### src/rtl/sqr_iter.sv
// Iterative shift-add squarer: y = x*x for an unsigned WIDTH-bit operand,
// one multiplier bit per clock, start/result_valid handshake.
module sqr_iter #(
  parameter int WIDTH = 8
) (
  input  logic               clk,
  input  logic               rst,
  input  logic               start,
  input  logic [WIDTH-1:0]   x,
  output logic               busy,
  output logic               result_valid,
  output logic [2*WIDTH-1:0] y
);

  localparam int CW = $clog2(WIDTH);

  typedef enum logic [1:0] {
    IDLE = 2'b00,
    CALC = 2'b01,
    DONE = 2'b10
  } state_t;

  state_t             state_q, state_d;
  logic [2*WIDTH-1:0] mcand_q, mcand_d;
  logic [2*WIDTH-1:0] acc_q, acc_d;
  logic [2*WIDTH-1:0] y_q, y_d;
  logic [2*WIDTH-1:0] acc_next;
  logic [WIDTH-1:0]   mult_q, mult_d;
  logic [CW-1:0]      cnt_q, cnt_d;
  logic               accept;
  logic               last;

  assign accept   = start && (state_q == IDLE || state_q == DONE);
  assign last     = (cnt_q == '0);
  assign acc_next = acc_q + (mult_q[0] ? mcand_q : '0);

  // NOTE: sequential state uses non-blocking assignments so every register
  // samples the pre-edge values of the others, independent of block order.
  always_ff @(posedge clk or negedge rst) begin
    if (!rst) begin
      state_q <= IDLE;
    end else begin
      state_q <= state_d;
    end
  end

  // NOTE: every combinational output gets a default first, so no path
  // through the case leaves it unassigned and a latch cannot be inferred.
  always_comb begin
    state_d = state_q;
    case (state_q)
      IDLE:    if (start) state_d = CALC;
      CALC:    if (last)  state_d = DONE;
      DONE:    if (start) state_d = CALC;
      default: state_d = IDLE;
    endcase
  end

  always_comb begin
    busy         = 1'b0;
    result_valid = 1'b0;
    case (state_q)
      CALC:    busy         = 1'b1;
      DONE:    result_valid = 1'b1;
      default: ;
    endcase
  end

  // Datapath: load on an accepted start, otherwise one add/shift step per CALC cycle.
  always_comb begin
    mcand_d = mcand_q;
    mult_d  = mult_q;
    acc_d   = acc_q;
    cnt_d   = cnt_q;
    y_d     = y_q;
    if (accept) begin
      mcand_d = {{WIDTH{1'b0}}, x};
      mult_d  = x;
      acc_d   = '0;
      cnt_d   = CW'(WIDTH - 1);
    end else if (state_q == CALC) begin
      acc_d   = acc_next;
      mcand_d = mcand_q << 1;
      mult_d  = mult_q >> 1;
      if (last) begin
        y_d = acc_next;
      end else begin
        cnt_d = cnt_q - 1'b1;
      end
    end
  end

  always_ff @(posedge clk or negedge rst) begin
    if (!rst) begin
      mcand_q <= '0;
      mult_q  <= '0;
      acc_q   <= '0;
      cnt_q   <= '0;
      y_q     <= '0;
    end else begin
      mcand_q <= mcand_d;
      mult_q  <= mult_d;
      acc_q   <= acc_d;
      cnt_q   <= cnt_d;
      y_q     <= y_d;
    end
  end

  assign y = y_q;

endmodule

### config.mk
export PLATFORM = sky130hd
export DESIGN_NAME = sqr_iter
export DESIGN_NICKNAME = d
export VERILOG_FILES = /design/src/rtl/sqr_iter.sv
export SDC_FILE = /design/constraint.sdc
export NUM_CORES = 1
export LEC_CHECK = 0
export ABC_AREA = 1
export CORE_MARGIN = 2
export CORE_UTILIZATION = 58
export CTS_CLUSTER_DIAMETER = 30
export DETAILED_ROUTE_END_ITERATION = 16
export PLACE_DENSITY_LB_ADDON = 0.08
export RECOVER_POWER = 25
export SKIP_LAST_GASP = 1
export SLEW_MARGIN = 20
export SYNTH_ARGS = -nofsm -noshare
export SYNTH_HDL_FRONTEND = slang
export SYNTH_SLANG_ARGS = --single-unit
export TNS_END_PERCENT = 1
### constraint.sdc
create_clock -name clk -period 2.3 [get_ports clk]
set_clock_uncertainty 0.05 [all_clocks]
set_input_delay 0.345 -clock clk [delete_from_list [all_inputs] [get_ports clk]]
set_output_delay 0.345 -clock clk [all_outputs]
set_load 0.01 [all_outputs]
; Word-level counts from Yosys, hierarchy flattened
; Index checks and enable logic that the tools add are counted.
[totals]
regBits = 61
out_inout_bits = 18
elab_cells = 38
[classes]
muxes = 15
reduce_logical = 9
bitwise_logic = 1
n_eq_ne = 5
add_sub_neg = 2
[op_table]
columns = operator, count
row1 = 2-to-1 mux 16 bit, 5
row2 = adder 16 bit, 1
row3 = 2-to-1 mux 8 bit, 2
row4 = 2-to-1 mux 3 bit, 3
row5 = 2-to-1 mux 2 bit, 2
row6 = != test 2 bit (second input constant), 2
row7 = case mux 2 bit (2 select lines), 1
row8 = AND reduction 2 bit, 2
row9 = logical NOT 3 bit, 1
row10 = AND reduction 3 bit, 1
row11 = subtractor 3 x 1 -> 3 bit (second input constant), 1
row12 = equality test 2 x 1 -> 1 bit (second input constant), 1
row13 = equality test 2 bit (second input constant), 1
row14 = logical NOT 2 bit, 1
row15 = 2-to-1 mux 1 bit, 2
row16 = != test 2 x 1 -> 1 bit (second input constant), 1
row17 = nonzero test 2 bit, 1
row18 = OR reduction 2 bit, 1
row19 = logical AND 1 bit, 1
row20 = logical OR 1 bit, 1
row21 = inverter 1 bit, 1

; Logic depth before layout (Yosys ltp)
[logic_depth]
word_depth = 5
ltp_mapped = 15
depth_no_buf = 13

; Least setup slack after synthesis
; Ideal clock, no wire load.
[synth_timing]
path_type = register to register
startpoint = register mult_q[0]
endpoint = register acc_q[8]
path_stages_with_launch = 15
period_less_slack_ns = 2.145
n_path_buf = 2
setup_time_ns = 0.117
setup_slack_ns = 0.155
required_time_ns = 2.133
t_arrival_ns = 1.978
cell_sequence = dfrtp_1 buf_2 clkbuf_1 nand2_1 inv_1 ha_1 fa_1 nand2_1 nand2_1 and2_4 nand2_2 nand2_2 xor2_2 nand2_1 nand2_1
[synth_via]
elab_chain_len = 4
[synth_rtl]
columns = item, line
row1 = start: declaration, 28  ; logic [WIDTH-1:0] mult_q, mult_d;
row2 = start signal: assignment, 102  ; mult_q <= mult_d;
row3 = 2-to-1 mux 16 bit, 35  ; assign acc_next = acc_q + (mult_q[0] ? mcand_q : '0);
row4 = adder 16 bit, 35
row5 = 2-to-1 mux 16 bit, 81  ; end else if (state_q == CALC) begin
row6 = 2-to-1 mux 16 bit, 76  ; if (accept) begin
row7 = end signal: assignment, 97  ; acc_q <= '0;
row8 = end signal: assignment, 103  ; acc_q <= acc_d;
row9 = end: declaration, 25  ; logic [2*WIDTH-1:0] acc_q, acc_d;
; Every way passes these cells. The select of a mux whose other input is x is not followed.
; A chain may end at the register's enable or synchronous reset.

; Final worst setup path
[layout_timing]
startpoint = register mult_q[0]
endpoint = register y_q[13] (netlist: y[13])
[layout_via]
elab_chain_len = 2
[layout_rtl]
columns = item, line
row1 = 2-to-1 mux 16 bit, 35
row2 = adder 16 bit, 35
row3 = end signal: assignment, 105  ; y_q <= y_d;
row4 = end: declaration, 26  ; logic [2*WIDTH-1:0] y_q, y_d;
; Every way passes these cells.

==> impl_metrics.py <==
metrics = {
    "status": {
        "run_status": "completed",
    },
    "power_and_ir_drop": {
        "power.density_nw_per_um2": 1350,
        "internal-power_mw": 3.11,
        "peakVddDrop_uv": 670,
        "total_leakage_power_nw": 2.24,
        "netSwitchingPower_mw": 2.28,
        "p_comb_share_pct": 49.3,
        "share_seq_of_total_power_pct": 33.4,
        "clock_network_fraction_of_design_power_pct": 17.4,
        "power.share.switching_pct": 42.4,
    },
    "die": {
        "row_count": 28,
        "fp.coreArea_um2": 5850,
        "total_die_area_um2": 6590,
        "die-width_um": 81.2,
        "io-pin-count": 29,
        "floorplan.die.height_um": 81.2,
        "initial_core_utilization_pct": 59.0,
    },
    "cts": {
        "holdBufCountCts": 1,
        "clock_tree_from_tritoncts": "done",
        "clk_latency_ps": 340,
        "number_of_levels_in_the_clock_h_tree": 3,
        "cts-root-buf": "sky130_fd_sc_hd__clkbuf_8",
        "clkTransAtPathRegs_ps": 60,
        "ctsResizeCount": 0,
        "postCtsSetupBuffers": 0,
        "cts-root-to-sink-buffers": 2,
        "tritoncts_num_sinks": 61,
        "cts-buffers-inserted": 9,
    },
    "worst_setup_path": {
        "worstSetupEndpointType": "register",
        "top_fanout_value_on_the_critical_path": 15,
        "timing_worst_setup_path_type": "register to register",
        "rr_worst_depth": 12,
        "arrival_ps": 2270,
        "crit_required_ps": 2480,
        "worst_setup_path_start_kind": "register",
    },
    "timing": {
        "finalCritPeriodShare_pct": 91.1,
        "totalNegativeSetupSlack_ps": 0,
        "max_freq_ghz": 0.477,
        "fin_crit_ps": 2090,
        "setup_viol_count_final": 0,
        "worst_slew_margin_rel_pct": 15.5,
        "worst_pin_slew_ps": 1270,
        "timing.final.max_slew_violations": 0,
        "timing.final.hold_violations": 0,
        "setup_repair_after_global_routing_missed_its_margin": "false",
    },
    "yosys": {
        "synth_seq_cells": 61,
        "post_synth_instance_area_um2": 3450,
        "synth.net_count": 483,
        "ys.warnings.count": 0,
        "synth_sequential_area_ratio_pct": 44.2,
        "synthDistinctLibCells": 30,
        "postSynthCellCount": 454,
        "mean_instance_size_in_the_synthesized_netlist_um2": 7.61,
    },
    "global_routing": {
        "grt_first_pass_wirelength_um": 12700,
        "overflow": 0,
        "vias_in_the_first_global_route": 2838,
        "grt.total_usage_pct": 25.5,
        "antenna_found_initial": 0,
        "maximum_number_of_pins_on_one_net_before_global_route_repair": 26,
    },
    "cells_and_area": {
        "filler_cell_count": 501,
        "syn_to_final_growth_pct": 15.8,
        "design_area_um2": 4000,
        "layout_commonest_cell": "sky130_fd_sc_hd__nand2_1",
        "nets": 517,
        "final_core_util_pct": 68.3,
        "final_cell_mix": "sky130_fd_sc_hd__nand2_1 (174), sky130_fd_sc_hd__inv_1 (74), sky130_fd_sc_hd__dfrtp_1 (61)",
        "final_layout_size_suffix_gt1_share_pct": 8.16,
        "n_diodes": 0,
    },
    "min_path": {
        "worstHoldPathCells": 2,
        "holdCritPathClass": "register to register",
    },
    "drt": {
        "detailroute.via_count": 2863,
        "drc": 0,
        "drt_first_pass_iters": 4,
        "final_antenna_net_count": 0,
        "route.detailed.wl_per_inst_um": 13.1,
        "drtIter0Drc": 125,
        "drt_wl_total_um": 7410,
        "vias_per_cell": 5.07,
    },
    "placement": {
        "finalWeightedCongestion": 0.845,
        "dp.final_hpwl_um": 5470,
        "dpl-instance-area_um2": 3810,
        "port_buffers": 28,
    },
    "job": {
        "maxCapViolations": 0,
    },
}
[cells in the mapped netlist (all sizes together)]
master    n  area, um^2
o221ai    7        61.3
a21oi     8        40.0
buf      10        55.1
nor3      3        30.0
nand2   180         701
xor2      4        42.6
nand3    26         130
nand4     1        6.26
ha       17         213
or2       2        12.5
clkbuf    3        11.3
o211ai    6        60.1
dfrtp    61        1530
o21ai    18        90.1
inv      79         297
nand3b    3        22.5
nor2     14        57.6
xnor2     3        26.3
o22ai     7        43.8
and2      1        8.76
fa        1        20.0
[registers in the layout (all words and copies together) (netlist names)]
register and flops:
acc_q 16, cnt_q 3, mcand_q 16, mult_q 8
state_q 2, y 16
[routing by layer]
layer,global-route usage (%),up-vias,wire [um]
li1,-,1478,-
met1,34.8,1333,3720
met2,39.9,40,3310
met3,4.33,12,263
met4,11.4,0,119
met5,0,-,0
[per-stage QoR]
stage / hold slack [ps] / total power, mW / setup slack (ps) / instances
2_1_floorplan: -0.591 / 3.69 / 155 / 454
3_3_place_gp: 302 / 4.41 / 249 / 551
3_5_place_dp: 313 / 4.48 / 245 / 551
4_1_cts: 433 / 5.42 / 216 / 565
5_1_grt: 452 / 5.87 / 44.6 / 565
6_report: 429 / 5.39 / 205 / 565
[worst paths after layout]
| path | startpoint | to | slack (ps) |
|---|---|---|---|
| worst max-delay path | mult_q[0]$_DFFE_PN0P_ | y[13]$_DFFE_PN0P_ | 210 |
| worst min-delay path | y[6]$_DFFE_PN0P_ | y[6]$_DFFE_PN0P_ | 430 |
| max in group asynchronous | rst | mcand_q[2]$_DFFE_PN0P_ | 380 |
| min in group asynchronous | rst | y[1]$_DFFE_PN0P_ | 760 |
| worst max register to register | mult_q[0]$_DFFE_PN0P_ | y[13]$_DFFE_PN0P_ | 210 |
| worst min register to register | y[6]$_DFFE_PN0P_ | y[6]$_DFFE_PN0P_ | 430 |
[critical path, stage by stage, from the launching register on]
cell                      delay (ps)
sky130_fd_sc_hd__dfrtp_1         390
sky130_fd_sc_hd__buf_4           190
sky130_fd_sc_hd__nand2_1          70
sky130_fd_sc_hd__inv_1            50
sky130_fd_sc_hd__ha_1            340
sky130_fd_sc_hd__nand2_1         200
sky130_fd_sc_hd__inv_1            60
sky130_fd_sc_hd__nand2_1          60
sky130_fd_sc_hd__nand2_1          50
sky130_fd_sc_hd__a21oi_1         210
sky130_fd_sc_hd__nand3_1         130
sky130_fd_sc_hd__nand3_1         120
sky130_fd_sc_hd__nand2_1          50
[area by class of cell]
class / count / area, um^2 / area share (%)
Multi-Input combinational cell: 301 / 1570 / 39.1
Sequential cell: 61 / 1530 / 38.2
Timing Repair Buffer: 36 / 330 / 8.26
Inverter: 79 / 297 / 7.42
Clock buffer: 11 / 151 / 3.79
Tap cell: 75 / 93.8 / 2.35
Clock inverter: 2 / 35.0 / 0.876
[power groups by stage]
stage               Sequential [mW]  Combinational [mW]  Clock (mW)
finish                         1.80                2.66       0.936
global route                   1.85                3.03       0.984
CTS                            1.80                2.68       0.944
detailed placement             1.81                2.67           0
global placement               1.80                2.61           0
floorplan                      1.79                1.89           0
[logic make-up (layout without fill, tap and decap cells)]
family | Yosys count | in the layout | share of synthesized area [%]
fa+ha+maj | 18 | 18 | 6.74
xor+xnor | 7 | 7 | 1.99
simple gates | 230 | 230 | 28.0
buf+inv | 92 | 128 | 10.5
compound gates | 46 | 46 | 8.55
flops | 61 | 61 | 44.2
Note: power is estimated with default switching activity, not from simulation.
==> edit, RTL diff (same flow settings) <==
The 3 states of `state_t` get a one-hot encoding in 3 bits.
--- a/src/rtl/sqr_iter.sv
+++ b/src/rtl/sqr_iter.sv
@@ -15,8 +15,8 @@
   localparam int CW = $clog2(WIDTH);
 
-  typedef enum logic [1:0] {
-    IDLE = 2'b00,
-    CALC = 2'b01,
-    DONE = 2'b10
+  typedef enum logic [2:0] {
+    IDLE = 3'b001,
+    CALC = 3'b010,
+    DONE = 3'b100
   } state_t;
 
Formal check against the unedited RTL: same outputs for any inputs over 10 cycles, from zero or initial values and one cycle with rst low; not proved beyond that.
==> edit against the original RTL <==
Worst setup slack worse by 0.052 ns; sequential cell count up 1; cell count increased by 1.2%; design area up 3.0%; synthesized area increased by 1.5%; global-route usage is 0.13 points lower; wire length shrank 0.22%; power down 22%; critical path type unchanged; largest power group is now sequential cells.
==> edit: results (changes against the original RTL) <==
* Hold_ws at 0.421 ns (was 0.429 ns)
* Part of the Yosys area used for sequential elements at 0.443 (was 0.442)
* Measured slew at the worst slew-check pin at 1.41 ns (was 1.27 ns)
* Length in cells of the worst reg-to-reg path at 13 (was 12)
* Routability congestion estimate at 0.889 (was 0.845)
* DP Cell Count at 555 (was 551)
* Worst Hold Launch: y[2] (was y[6])
* DP Wirelength at 5.36 mm (was 5.47 mm)
* Worst-path clk slew at 0.08 ns (was 0.06 ns)
* Top cells by area, synth: dfrtp_1 44%, nand2_1 18%, inv_1 8.3% (was dfrtp_1 44%, nand2_1 19%, inv_1 8.0%)
* Global Route Usage Sum at 0.254 (was 0.255)
* Synth Area in Adders at 0.0664 (was 0.0674)
* WL final at 7.39 mm (was 7.41 mm)
* Syn_nets at 488 (was 483)
* First-pass GRT wire length at 12.7 mm (about the same)
* Hold EP: y[2] (was y[6])
* Max VDD drop at 0.683 mV (was 0.670 mV)
* 1st-iter DRT viols at 126 (was 125)
* Largest net degree at the start of global routing at 37 (was 26)
* Average size of a mapped cell at 7.64 um^2 (was 7.61 um^2)
* Vias per inst at 5.13 (was 5.07)
* Final nets at 521 (was 517)
* Register share of total power at 0.364 (was 0.334)
* Post-synth top cells: 171 x nand2_1, 78 x inv_1, 61 x dfrtp_1 (was 174 x nand2_1, 74 x inv_1, 61 x dfrtp_1)
* Share of layout cells above drive strength 1 at 0.0744 (was 0.0816)
* Via count at 2,933 (was 2,863)
* Sw Ratio at 0.353 (was 0.424)
* Number of global-route vias before repair at 2,836 (was 2,838)
* Outcome: finished clean (unchanged)
* Xor/xnor cell area share of the yosys netlist at 0.0125 (was 0.0199)
* Synth Area in Compound Gates at 0.0867 (was 0.0855)
* Count of cell types in the netlist at 35 (was 30)
==> edit: logic make-up after synthesis <==
kind of cell,Yosys count
AND/OR/NAND/NOR,234
buffers and inverters,95
AO/OA/AOI/OAI,45
flip-flops,62
XOR/XNOR,5
adder cells (fa/ha/maj),18
==> edit: worst max-delay path by stage <==
| stage | from | to | slack [ns] | cells after the start |
|---|---|---|---|---|
| global route | mult_q[0] | acc_q[7] | 0.007 | 11 |
| CTS | mult_q[0] | y[6] | 0.21 | 11 |
| global placement | mult_q[0] | y[8] | 0.27 | 11 |
| detailed placement | mult_q[0] | acc_q[6] | 0.24 | 10 |
| finish | mult_q[0] | acc_q[13] | 0.15 | 13 |
| floorplan | mult_q[0] | acc_q[6] | 0.09 | 13 |
==> edit: power groups by stage <==
stage                     registers [mW]  clock network (mW)  logic (mW)
after floorplan                     1.49                   0        1.11
after global placement              1.53                   0        1.36
after detailed placement            1.54                   0        1.40
after CTS                           1.52                1.27        1.41
after global routing                1.55                1.32        1.60
final                               1.52                1.26        1.40
==> edit: layer usage <==
layer / global-route usage / wire length [um] / up-vias
met1: 0.339 / 3550 / 1367
li1: - / - / 1507
met2: 0.407 / 3500 / 47
met4: 0.110 / 118 / 0
met3: 0.0429 / 212 / 12
met5: 0 / 0 / -
==> edit: cell type report <==
| type | count | area [um^2] |
|---|---|---|
| Clock inverter | 6 | 134 |
| Fill cell | 513 | 1770 |
| Sequential cell | 62 | 1550 |
| Tap cell | 75 | 93.8 |
| Timing Repair Buffer | 33 | 314 |
| Multi-Input combinational cell | 302 | 1580 |
| Inverter | 84 | 318 |
| Clock buffer | 10 | 128 |
==> edit: critical path, cell delays in order (launching register included) <==
cell and delay [ns]:
dfrtp_1 0.42, buf_4 0.19, nand2_1 0.07, inv_1 0.05, ha_1 0.34, nand2_1 0.09, inv_1 0.10, nand2_1 0.09
nor3_1 0.21, nand2_1 0.13, nand2_1 0.09, nand2_1 0.07, nand3_1 0.07, nand2_1 0.07
==> edit: per-stage QoR <==
stage	total power, mW	cell area, um^2
floorplan	2.60	3510
global placement	2.89	3860
detailed placement	2.94	3860
CTS	4.21	4130
global route	4.47	4120
finish	4.18	4120
